## config.mk

```make
export PLATFORM = sky130hd
export DESIGN_NAME = fifo_write_arbiter
export DESIGN_NICKNAME = d
export VERILOG_FILES = /design/src/rtl/fifo_write_arbiter.sv
export SDC_FILE = /design/constraint.sdc
export NUM_CORES = 1
export LEC_CHECK = 0
export ABC_AREA = 1
export BUFFER_PORTS_ARGS = -buffer_cell sky130_fd_sc_hd__buf_2
export CAP_MARGIN = 25
export CORE_MARGIN = 2
export CORE_UTILIZATION = 51
export DETAILED_ROUTE_END_ITERATION = 6
export PLACE_DENSITY_LB_ADDON = 0.15
export SLEW_MARGIN = 10
export SYNTH_ARGS = -nofsm -noshare
export SYNTH_HDL_FRONTEND = slang
export SYNTH_SLANG_ARGS = --single-unit
```

## constraint.sdc

```tcl
create_clock -name wclk -period 2.93 [get_ports wclk]
set_input_delay 0.4395 -clock wclk [delete_from_list [all_inputs] [get_ports wclk]]
set_output_delay 0.4395 -clock wclk [all_outputs]
set_load 0.03 [all_outputs]
```

## src/rtl/fifo_write_arbiter.sv

```systemverilog
`default_nettype none
// ============================================================================
// Module   : fifo_write_arbiter
// Purpose  : Round-robin arbiter that shares the write port of an async FIFO
//            among NREQ producers on the write clock. A grant lasts one burst
//            of up to MAXBURST beats. Writes are gated by the FIFO's
//            registered full flag.
// Ports    : wclk, wrst_n (async, active-low)
//            s_valid/s_last/s_data : per-requester word, end marker, data
//            wfull                 : registered FIFO full flag
//            s_ready               : per-requester ready (owner only, not full)
//            grant/gnt_id          : registered one-hot / binary owner
//            winc/wdata            : FIFO write strobe and data
//            busy                  : burst in progress
// Options  : WARB_PRIO0_EN - requester 0 wins every arbitration it takes
//            part in and does not advance the round-robin pointer.
// Revision : 1.0 - initial release
// ============================================================================
module fifo_write_arbiter #(
    parameter int NREQ     = 4,
    parameter int DSIZE    = 8,
    parameter int MAXBURST = 8
) (
    input  logic                      wclk,
    input  logic                      wrst_n,
    input  logic [NREQ-1:0]           s_valid,
    input  logic [NREQ-1:0]           s_last,
    input  logic [NREQ*DSIZE-1:0]     s_data,
    input  logic                      wfull,
    output logic [NREQ-1:0]           s_ready,
    output logic [NREQ-1:0]           grant,
    output logic [$clog2(NREQ)-1:0]   gnt_id,
    output logic                      winc,
    output logic [DSIZE-1:0]          wdata,
    output logic                      busy
);

    localparam int c_IW = $clog2(NREQ);
    localparam int c_CW = $clog2(MAXBURST) + 1;
    localparam logic [c_CW-1:0] c_MAXCNT = c_CW'(MAXBURST);
    localparam logic [NREQ-1:0] c_ONEHOT0 = {{(NREQ-1){1'b0}}, 1'b1};

    typedef enum logic [0:0] {
        ST_IDLE  = 1'b0,
        ST_BURST = 1'b1
    } state_t;

    state_t            r_state;
    logic [c_IW-1:0]   r_rr_ptr;
    logic [c_CW-1:0]   r_beat_cnt;

    logic              w_found;
    logic [c_IW-1:0]   w_pick;
    logic [c_IW-1:0]   w_scan_idx;
    logic              w_hold_rr;
    logic              w_own_valid;
    logic              w_own_last;
    logic [DSIZE-1:0]  w_own_data;
    logic [c_CW-1:0]   w_cnt_inc;

    // Round-robin search starting at rr_ptr; the index adds in c_IW bits,
    // so it wraps modulo NREQ for free (NREQ is a power of two).
    always_comb begin
        w_found    = 1'b0;
        w_pick     = '0;
        w_scan_idx = '0;
        w_hold_rr  = 1'b0;
        for (int k = 0; k < NREQ; k++) begin
            w_scan_idx = r_rr_ptr + c_IW'(k);
            if (!w_found && s_valid[w_scan_idx]) begin
                w_found = 1'b1;
                w_pick  = w_scan_idx;
            end
        end
`ifdef WARB_PRIO0_EN
        // Priority grant to requester 0 leaves the rotation untouched.
        if (s_valid[0]) begin
            w_found   = 1'b1;
            w_pick    = '0;
            w_hold_rr = 1'b1;
        end
`endif
    end

    assign busy        = (r_state == ST_BURST);
    assign w_own_valid = s_valid[gnt_id];
    assign w_own_last  = s_last[gnt_id];
    assign w_own_data  = s_data[gnt_id*DSIZE +: DSIZE];
    assign w_cnt_inc   = r_beat_cnt + c_CW'(1);

    // wfull is registered in the FIFO, so gating winc with it directly can
    // never push a word into a full FIFO.
    assign winc    = busy & w_own_valid & ~wfull;
    assign s_ready = (busy & ~wfull) ? grant : '0;
    assign wdata   = busy ? w_own_data : '0;

    always_ff @(posedge wclk or negedge wrst_n) begin
        if (!wrst_n) begin
            r_state    <= ST_IDLE;
            grant      <= '0;
            gnt_id     <= '0;
            r_rr_ptr   <= '0;
            r_beat_cnt <= '0;
        end else begin
            case (r_state)
                ST_IDLE: begin
                    if (w_found) begin
                        r_state    <= ST_BURST;
                        grant      <= c_ONEHOT0 << w_pick;
                        gnt_id     <= w_pick;
                        r_beat_cnt <= '0;
                        if (!w_hold_rr) begin
                            r_rr_ptr <= w_pick + c_IW'(1);
                        end
                    end
                end
                ST_BURST: begin
                    // An owner that withdraws its request forfeits the burst.
                    if (!w_own_valid) begin
                        r_state    <= ST_IDLE;
                        grant      <= '0;
                        gnt_id     <= '0;
                        r_beat_cnt <= '0;
                    end else if (winc) begin
                        if (w_own_last || (w_cnt_inc == c_MAXCNT)) begin
                            r_state    <= ST_IDLE;
                            grant      <= '0;
                            gnt_id     <= '0;
                            r_beat_cnt <= '0;
                        end else begin
                            r_beat_cnt <= w_cnt_inc;
                        end
                    end
                end
                default: begin
                    r_state <= ST_IDLE;
                    grant   <= '0;
                    gnt_id  <= '0;
                end
            endcase
        end
    end

endmodule
`default_nettype wire

```

# ---- After elaboration in Yosys (flattened, before gate mapping)
# Index checks and enable logic that the tools add are counted.
dict set report word_totals {
  register_bits 13
  inputBits 43
  elab_cells 78
}
dict set report classes {
  n_reduce_logical 10
  n_eq_ne 4
  magnitude_cmp 5
  n_mux 42
  shifts 2
  add_sub_neg 5
  bitwise 5
}
# op count
set op_table {}
lappend op_table {{4-bit two-way mux} 9}
lappend op_table {{32-bit by 6-bit indexed part select with 8-bit output} 1}
lappend op_table {{2-bit two-way mux} 8}
lappend op_table {{4-bit one-hot mux with 2 select lines} 2}
lappend op_table {{2-bit by 3-bit < comparator with 1-bit output (second input constant)} 5}
lappend op_table {{1-bit two-way mux} 14}
lappend op_table {{1-bit binary-select mux with 2-bit select} 6}
lappend op_table {{8-bit two-way mux} 1}
lappend op_table {{2-bit by 1-bit adder with 2-bit output (second input constant)} 2}
lappend op_table {{2-bit adder (second input constant)} 2}
lappend op_table {{4-bit by 1-bit adder with 4-bit output (second input constant)} 1}
lappend op_table {{4-bit equality test (second input constant)} 1}
lappend op_table {{2-bit one-hot mux with 2 select lines} 1}
lappend op_table {{2-bit AND reduction} 2}
lappend op_table {{1-bit by 2-bit left shift with 4-bit output (first input constant)} 1}
lappend op_table {{1-bit AND} 3}
lappend op_table {{1-bit logical AND} 3}
lappend op_table {{1-bit logical NOT} 3}
lappend op_table {{3-bit by 2-bit != test with 1-bit output (second input constant)} 1}
lappend op_table {{3-bit != test (second input constant)} 1}
lappend op_table {{3-bit AND reduction} 1}
lappend op_table {{2-bit != test (second input constant)} 1}
lappend op_table {{1-bit inverter} 2}
lappend op_table {{1-bit one-hot mux with 2 select lines} 1}
lappend op_table {{1-bit logical OR} 1}

# ---- Logic depth before layout (Yosys ltp)
# Gate-level depths: netlist of the first run.
dict set report depth {
  depth_word 15
  depth_mapped 15
  mapped_depth_nobuf 14
}

# ---- Least setup slack after synthesis of the first run
# OpenSTA, ideal clock, no wires.
dict set report synth_timing {
  path_kind {register to output}
  from {register gnt_id[0]}
  to {output wdata[6]}
  required_ns 2.491
  stages_incl_launch_ff 7
  slack_ns 0.878
  t_arrival_ns 1.612
  cell_sequence {dfrtp_1 > buf_4 > buf_4 > nor2_1 > nor2_1 > o21ai_0 > a21oi_1}
}
dict set report synth_between {
  elab_chain_len 2
}
# element line
set synth_rtl {}
lappend synth_rtl {{from (decl)} 32} ;# output logic [$clog2(NREQ)-1:0] gnt_id,
lappend synth_rtl {{from (signal assigned)} 110} ;# gnt_id <= w_pick;
lappend synth_rtl {{32-bit by 6-bit indexed part select with 8-bit output} 88} ;# assign w_own_data = s_data[gnt_id*DSIZE +: DSIZE];
lappend synth_rtl {{8-bit two-way mux} 95} ;# assign wdata = busy ? w_own_data : '0;
lappend synth_rtl {{to (decl)} 34} ;# output logic [DSIZE-1:0] wdata,
# No other way between the ends.

# ---- Worst setup path in the final report of the first run
dict set report layout_timing {
  from {register gnt_id[0]}
  to {output winc}
}
dict set report layout_between {
  elab_chain_len 4
}
# element line
set layout_rtl {}
lappend layout_rtl {{1-bit binary-select mux with 2-bit select} 86} ;# assign w_own_valid = s_valid[gnt_id];
lappend layout_rtl {{1-bit two-way mux (not written as such)} 86}
lappend layout_rtl {{1-bit AND (2 in a row)} 93} ;# assign winc = busy & w_own_valid & ~wfull;
lappend layout_rtl {{to (decl)} 33} ;# output logic winc,
# No other way between the ends. The select of a mux whose other input is x is not followed.

==> results.yml, run 1 <==
synth:
  synth-adder-area-share_pct: 4.480
  synth_top_area_share_pct: 23.30
  synthArstFlopShare_pct: 100.0
  syn_inst: 229
  synth_top_family_by_area: "simple AND/OR/NAND/NOR gates"
  synth.avg_cell_area_um2: 6.098
  synth_edf_count: 0
  synth_nets: 277
  ys_types: 25
  synth.top_cells.by_count: "nand2_1 (65), nor2_1 (42), inv_1 (17), nand3_1 (17), o21ai_0 (16)"
  yosysTopAreaCell: "dfrtp_1"
  yosysWarnings: 0
  synth-seq-cells: 13
  yosys-top-cells-area: "dfrtp_1 (23%), nand2_1 (17%), nor2_1 (11%), nand3_1 (6.1%), o21ai_0 (5.7%)"
  synth-simple-area-share_pct: 51.88
  yosys_most_used_dff: "dfrtp_1"
  synth_area_um2: 1396
  synth_xor_area_share_pct: 0
  yosys-mux-area-fraction_pct: 0
  yosysMostFrequentCell: "nand2_1"
  synth_compound_area_share_pct: 9.588
  seq_area_frac_synth_pct: 23.30
placement:
  gp_congestion: 0.7741
  pre_cts_ws_ns: 0.9445
  io_buffer_count: 62
  dpl.hpwl_mm: 2.644
cells_and_area:
  drive_gt1_share_pct: 34.26
  area_delta_synth_final_pct: 23.84
  insertedDiodeCount: 0
  utilization_pct: 67.94
  num-fill-cells: 253
  nets: 338
route:
  wl_per_cell_um: 10.29
  ant_nets: 0
  routed_via_density: 4.981
  vias: 1589
  drt_iter0_drc: 58
  route.final.wire_length_mm: 3.282
  drcViolationCount: 0
  drt-pass1-iter-count: 4
pwr:
  p_leak_nw: 1.026
  irDropWorstVdd_mv: 0.7918
  power_density_nw_per_um2: 1105
clock_tree:
  postCtsSetupRepairBufs: 0
  numCtsBuffers: 3
  clock-sinks: 13
  post_cts_resized: 0
  clk-insertion-delay-late_ns: 0.27
  clk_pin_slew_ns: 0.07
  cts-root-buf: "clkbuf_4"
  cts_tree: "done"
  cts_buffer_depth: 2
  hold_buffers: 0
  h-tree-depth: 1
hold_path:
  hp-class: "input pin to async pin"
timing:
  clock_skew_ns: 0.002016
  max_slew_margin_pct: 69.31
  fin_crit_ns: 2.141
  hold_viol_final: 0
  setup_violations: 0
  timing.final.crit_share_pct: 73.08
  setup_ws_ns: 0.7886
  worst_slew_pin_slew_ns: 0.4598
  slew_viol_final: 0
  fmax_ghz: 0.4670
  rsz0062_at_grt: "false"
  setup_tns_ns: 0
flow_run:
  maxCapViolations: 0
floorplanning:
  core_um2: 2545
  pin_count: 63
  die_area_um2: 3173
  rows: 18
  initial_utilization_pct: 54.87
  die_h_um: 56.33
  dieWidth_um: 56.33
setup_path:
  worstPathArrival_ns: 1.70
  crit_type: "register to output port"
  start_kind: "register"
  critPathRequiredTime_ns: 2.49
  ff2ff_path_depth: 14
  end_kind: "output port"
  cp_max_fo: 20
global_routing:
  grt_pass1_wl_mm: 5.733
  grt_start_max_net_pins: 21
  grtUsageMet2_pct: 40.00
  gr-usage-met1_pct: 26.29
  grt_overflow_total: 0
  grt_busiest_layer: "met2"
  grt_pass1_vias: 1417
  grt.total_usage_pct: 21.55
  antenna_found_initial: 0
  globalRouteMet3Util_pct: 4.608
outcome:
  outcome: "completed"
-- final cells by class --
class                           instances  area [um2]  area share [%]
Clock buffer                            4       26.28           1.520
Inverter                               25       101.3           5.861
Multi-Input combinational cell        184       920.9           53.26
Sequential cell                        13       325.3           18.81
Tap cell                               30       37.54           2.171
Timing Repair Buffer                   63       317.8           18.38
-- worst paths after layout --
path,slack [ns],start,end
setup / recovery,0.79,gnt_id[0],winc
hold / removal,0.03,wrst_n,r_beat_cnt[3]
setup reg to reg,0.93,r_rr_ptr[0],r_rr_ptr[1]
hold reg to reg,0.50,grant[1],grant[1]
max in group asynchronous,2.67,wrst_n,r_rr_ptr[0]
min in group wclk,0.50,grant[1],grant[1]
-- state kept, by name (all words and copies together) (netlist names) --
register / flops
busy: 1
gnt_id: 2
grant: 4
r_beat_cnt: 4
r_rr_ptr: 2
-- routing by layer --
layer,wire length (um),vias to the layer above
met5,0,-
met1,1483,710
met3,167,2
li1,-,840
met4,21,0
met2,1610,37
-- logic make-up after synthesis --
family | after synthesis
fa+ha+maj | 5
compound gates | 26
flops | 13
buf+inv | 32
simple gates | 153
-- cells in the final DEF, fill, tap and decap left out, drive strengths merged --
master  count
a21oi       8
dfrtp      13
ha          5
nand4       5
buf        63
nand2      80
nor2       49
nor3        1
clkbuf      4
inv        25
nand3      18
o21ai      18
-- critical path, stage by stage, from the launching register on --
cell	delay, ns
dfrtp_1	0.54
inv_2	0.20
nand2_1	0.12
nand3_1	0.09
nand2_2	0.11
nand2_2	0.08
nor2_1	0.08
buf_2	0.19
-- report_power, final --
| group | switching (mW) | internal [mW] | leakage (nW) | total, mW |
|---|---|---|---|---|
| sequential | 0.0998 | 0.238 | 0.169 | 0.338 |
| clock | 0.0549 | 0.0528 | 0.0150 | 0.108 |
| combinational | 0.993 | 0.471 | 0.841 | 1.46 |
-- stage by stage --
stage | cells | total power, mW | hold slack (ns) | area [um2]
final | 319 | 1.910 | 0.03302 | 1729
after CTS | 319 | 1.928 | 0.03738 | 1729
after global placement | 315 | 1.801 | 0.3377 | 1703
after global routing | 319 | 2.129 | 0.04770 | 1729
after floorplan | 229 | 1.550 | 0.1439 | 1396
after detailed placement | 315 | 1.813 | 0.3378 | 1703
(Power assumes the default switching activity.)
==> run 2, diff against run 1 <==
CORE_UTILIZATION = 47   (was 51)
clock period = 2.07 ns   (was 2.93 ns; I/O delays follow)
==> run 2 against run 1 <==
Non-clock buffer count increased by 4. Power grew 45%. First-iteration DRC count rose by 48%. Global-route usage decreased by 0.64 points. Critical path type is now register to register.
==> results.yml, run 2 (synthesis results as in run 1) <==
outcome:
  outcome: "completed"
pwr:
  p_total_mw: 2.761
  p_leak_nw: 1.044
  irDropWorstVdd_mv: 1.207
  power_density_nw_per_um2: 1565
floorplanning:
  die_area_um2: 3423
  die_h_um: 58.51
  rows: 19
  pin_count: 63
  initial_utilization_pct: 50.20
  core_um2: 2781
  dieWidth_um: 58.51
setup_path:
  cp_max_fo: 10
  end_kind: "register"
  start_kind: "register"
  crit_type: "register to register"
  worstPathArrival_ns: 2.04
  critPathRequiredTime_ns: 2.24
route:
  route.final.wire_length_mm: 3.386
  routed_via_density: 4.910
  drt_iter0_drc: 86
  drt-pass1-iter-count: 4
  vias: 1591
  wl_per_cell_um: 10.45
  drcViolationCount: 0
  ant_nets: 0
hold_path:
  hp-class: "input pin to async pin"
timing:
  setup_ws_ns: 0.2007
  worst_slew_pin_slew_ns: 0.4639
  finalHoldWorstSlack_ns: 0.4361
  setup_violations: 0
  fin_crit_ns: 1.869
  max_slew_margin_pct: 69.04
  timing.final.crit_share_pct: 90.30
  slew_viol_final: 0
  hold_viol_final: 0
  setup_tns_ns: 0
  fmax_ghz: 0.5350
  clock_skew_ns: 0.007232
placement:
  placed_cell_area_um2: 1719
  io_buffer_count: 62
  gp_congestion: 0.7904
  pre_cts_ws_ns: 0.07312
  dpl.hpwl_mm: 2.643
clock_tree:
  numCtsBuffers: 3
  cts_buffer_depth: 2
  cts_tree: "done"
  clock-sinks: 13
  cts-root-buf: "clkbuf_4"
  clk_pin_slew_ns: 0.08
  h-tree-depth: 1
  clk-insertion-delay-late_ns: 0.28
global_routing:
  grt_overflow_total: 0
  antenna_found_initial: 0
  grt_start_max_net_pins: 21
  grt.total_usage_pct: 20.90
  grt_pass1_wl_mm: 5.595
  grt_pass1_vias: 1358
cells_and_area:
  layout_commonest_cell: "nand2_1"
  insertedDiodeCount: 0
  nets: 342
  drive_gt1_share_pct: 35.15
  final_cell_area_um2: 1764
  layout_common_cells: "nand2_1 (65), buf_2 (62), nor2_1 (42)"
  largestRegisters: "grant x4, r_beat_cnt x4"
  area_delta_synth_final_pct: 26.34
flow_run:
  maxCapViolations: 0
-- run 2: changes by cell type in the layout (fill, tap and decap cells not counted) --
cell	previous run	this run
dfrtp_2	0	1
dfrtp_1	13	12
dlygate4sd3_1	0	1
buf_4	1	4
-- run 2: per-stage QoR --
stage | cells | utilization (%)
6_report | 324 | 63.43
5_1_grt | 324 | 63.43
4_1_cts | 323 | 63.11
3_5_place_dp | 318 | 61.81
3_3_place_gp | 318 | 61.81
2_1_floorplan | 229 | -
-- run 2: what timing repair did --
item                                    CTS  global route
resized for setup                         0             1
setup buffers                             0             1
endpoints found under the hold margin    13             0
endpoints found under the setup margin    0             3
hold buffers                              1             0
-- run 2: critical path, cell delays in order (launching register included) --
cell	delay [ns]
dfrtp_2	0.50
inv_8	0.11
nand2_1	0.07
nand3_1	0.10
nand2_2	0.11
nor2_8	0.16
nand3_1	0.08
nand3_1	0.09
nand2_1	0.10
inv_1	0.09
ha_1	0.23
nand2_1	0.08
o21ai_2	0.05
-- run 2: report_power, final --
group	total (mW)	internal (mW)	leakage, nW	switching (mW)
registers	0.438	0.340	0.169	0.0985
logic	2.17	0.698	0.861	1.47
clock network	0.157	0.0748	0.0150	0.0824
total	2.76	1.11	1.04	1.65
-- run 2: layer usage --
metal | vias to the layer above | wire [um] | GRT usage (%)
met2 | 42 | 1688 | 36.60
met3 | 5 | 226 | 5.495
met5 | - | 0 | 0
met1 | 695 | 1440 | 25.10
met4 | 0 | 30 | 5.980
li1 | 849 | - | -
-- run 2: area by class of cell --
class	count	area [um2]
well taps	31	38.79
fillers	273	1017
flip-flops and latches	13	326.6
repair buffers	67	350.3
inverters	25	101.3
clock buffers	4	26.28
multi-input cells	184	920.9
-- run 2: worst paths after layout --
check | start | to | slack, ns | depth (start not counted)
setup reg to reg | r_rr_ptr[0] | r_rr_ptr[1] | 0.20 | 12
max in group asynchronous | wrst_n | r_rr_ptr[0] | 1.38 | 2
hold reg to reg | grant[0] | grant[0] | 0.49 | 2
hold / removal | wrst_n | r_beat_cnt[3] | 0.44 | 2
min in group wclk | grant[0] | grant[0] | 0.49 | 2
setup / recovery | r_rr_ptr[0] | r_rr_ptr[1] | 0.20 | 12
==> run 3, diff against run 2 <==
CORE_UTILIZATION = 35   (was 47)
==> run 3 against run 2 <==
Worst hold slack better by 0.047 ns. Wire length up 4.4%. Clock skew shrank 0.0014 ns. Highest routed layer unchanged.
==> results.yml, run 3 (synthesis results as in run 1) <==
setup_path:
  worstPathArrival_ns: 2.03
  critPathRequiredTime_ns: 2.20
  end_kind: "register"
  ff2ff_setup_slack_ns: 0.16
  start_kind: "register"
  ff2ff_path_depth: 13
  r2r_end: "r_rr_ptr[1]"
  crit_path_start: "r_rr_ptr[0]"
  r2r-start: "r_rr_ptr[0]"
  cp_max_fo: 6
  crit_type: "register to register"
global_routing:
  grt_pass1_wl_mm: 5.934
  grt.total_usage_pct: 16.42
  grt_overflow_total: 0
  grt_pass1_vias: 1363
  antenna_found_initial: 0
  grt_start_max_net_pins: 21
route:
  ant_nets: 0
  vias: 1560
  routed_via_density: 4.561
  route.final.wire_length_mm: 3.534
  wl_per_cell_um: 10.33
  drt-pass1-iter-count: 4
  drt_iter0_drc: 45
  drcViolationCount: 0
cells_and_area:
  insertedDiodeCount: 0
  largestRegisters: "grant x4, r_beat_cnt x4"
  nets: 343
  num-fill-cells: 434
  drive_gt1_share_pct: 35.37
  area_delta_synth_final_pct: 29.75
  layout_commonest_cell: "nand2_1"
  layout_common_cells: "nand2_1 (65), buf_2 (62), nor2_1 (42)"
pwr:
  switching_share_pct: 58.36
  seq_power_share_pct: 15.7
  power_switching_mw: 1.667
  power_density_nw_per_um2: 1577
  p_total_mw: 2.857
  irDropWorstVdd_mv: 0.8978
  combPwrFrac_pct: 76.5
  p_clk_share_pct: 7.8
  intPower_mw: 1.189
  p_leak_nw: 1.056
flow_run:
  maxCapViolations: 0
timing:
  slew_viol_final: 0
  fin_crit_ns: 1.907
  setup_violations: 0
  setup_ws_ns: 0.1631
  setup_tns_ns: 0
  hold_viol_final: 0
  timing.final.crit_share_pct: 92.12
  fmax_ghz: 0.5244
  max_slew_margin_pct: 68.00
  rsz0062_at_grt: "false"
  clock_skew_ns: 0.005782
  worst_slew_pin_slew_ns: 0.4795
  finalHoldWorstSlack_ns: 0.4829
clock_tree:
  cts_tree: "done"
  cts_buffer_depth: 2
  numCtsBuffers: 3
  clk_pin_slew_ns: 0.06
  clock-sinks: 13
  h-tree-depth: 1
  clk-insertion-delay-late_ns: 0.24
  cts-root-buf: "clkbuf_8"
outcome:
  outcome: "completed"
floorplanning:
  die_h_um: 67.16
  die_area_um2: 4510
  initial_utilization_pct: 37.30
  rows: 22
  dieWidth_um: 67.16
  pin_count: 63
  core_um2: 3744
placement:
  gp_congestion: 0.7767
  pre_cts_ws_ns: 0.03363
  dpl.hpwl_mm: 2.784
  io_buffer_count: 62
hold_path:
  hp-class: "input pin to async pin"
## run 3: changes by cell type in the layout (fill, tap and decap cells not counted), sizes merged
cell,delta
buf,+1
## run 3: cell type report
type                            count  area (um2)  share of cell area [%]
Tap cell                           48       60.06                   3.315
Sequential cell                    13       326.6                   18.02
Multi-Input combinational cell    184       920.9                   50.83
Clock buffer                        4       45.04                   2.486
Inverter                           25       101.3                   5.594
Timing Repair Buffer               68       357.8                   19.75
## run 3: per-stage QoR
step	cell area (um2)	std cells	util (%)
after floorplan	1396	229	-
after global placement	1733	334	46.29
after detailed placement	1733	334	46.29
after CTS	1788	339	47.76
after global routing	1812	342	48.40
final	1812	342	48.40
## run 3: per-layer routing
metal	up-vias	track usage, %	share of wire, %
met5	-	0	0
met4	0	0.7653	0.11
met3	2	3.500	4.1
met2	25	30.07	51
met1	682	20.72	45
li1	851	-	-
## run 3: worst max-delay path, stage by stage (launching register included)
cell and delay [ns]:
dfrtp_2 0.48, buf_4 0.18, nand2_1 0.06, nand2_1 0.08
nand2_4 0.09, nand2_4 0.07, nor2_8 0.12, nand3_1 0.08
nand3_1 0.09, nand2_1 0.10, inv_1 0.10, ha_1 0.23
nand2_1 0.08, o21ai_2 0.05
## run 3: power by group through the flow
stage          clock network [mW]  logic, mW  registers (mW)
2_1_floorplan                   0       1.70           0.495
3_3_place_gp                    0       2.13           0.460
3_5_place_dp                    0       2.14           0.461
4_1_cts                     0.229       2.15           0.458
5_1_grt                     0.241       2.48           0.461
6_report                    0.223       2.19           0.449
## run 3: how the worst max path moves through the flow
stage	endpoint	slack [ns]
2_1_floorplan	wdata[6]	0.15
3_3_place_gp	r_rr_ptr[1]	0.11
3_5_place_dp	r_rr_ptr[1]	0.03
4_1_cts	r_rr_ptr[1]	0.02
5_1_grt	r_rr_ptr[1]	0.00006
6_report	r_rr_ptr[1]	0.16
## run 3: repair_timing
| item | in CTS | in global routing |
|---|---|---|
| endpoints found under the hold margin | 13 | 0 |
| setup buffers | 0 | 3 |
| hold buffers | 1 | 0 |
| gates resized for setup | 0 | 3 |
| endpoints found under the setup margin | 0 | 5 |
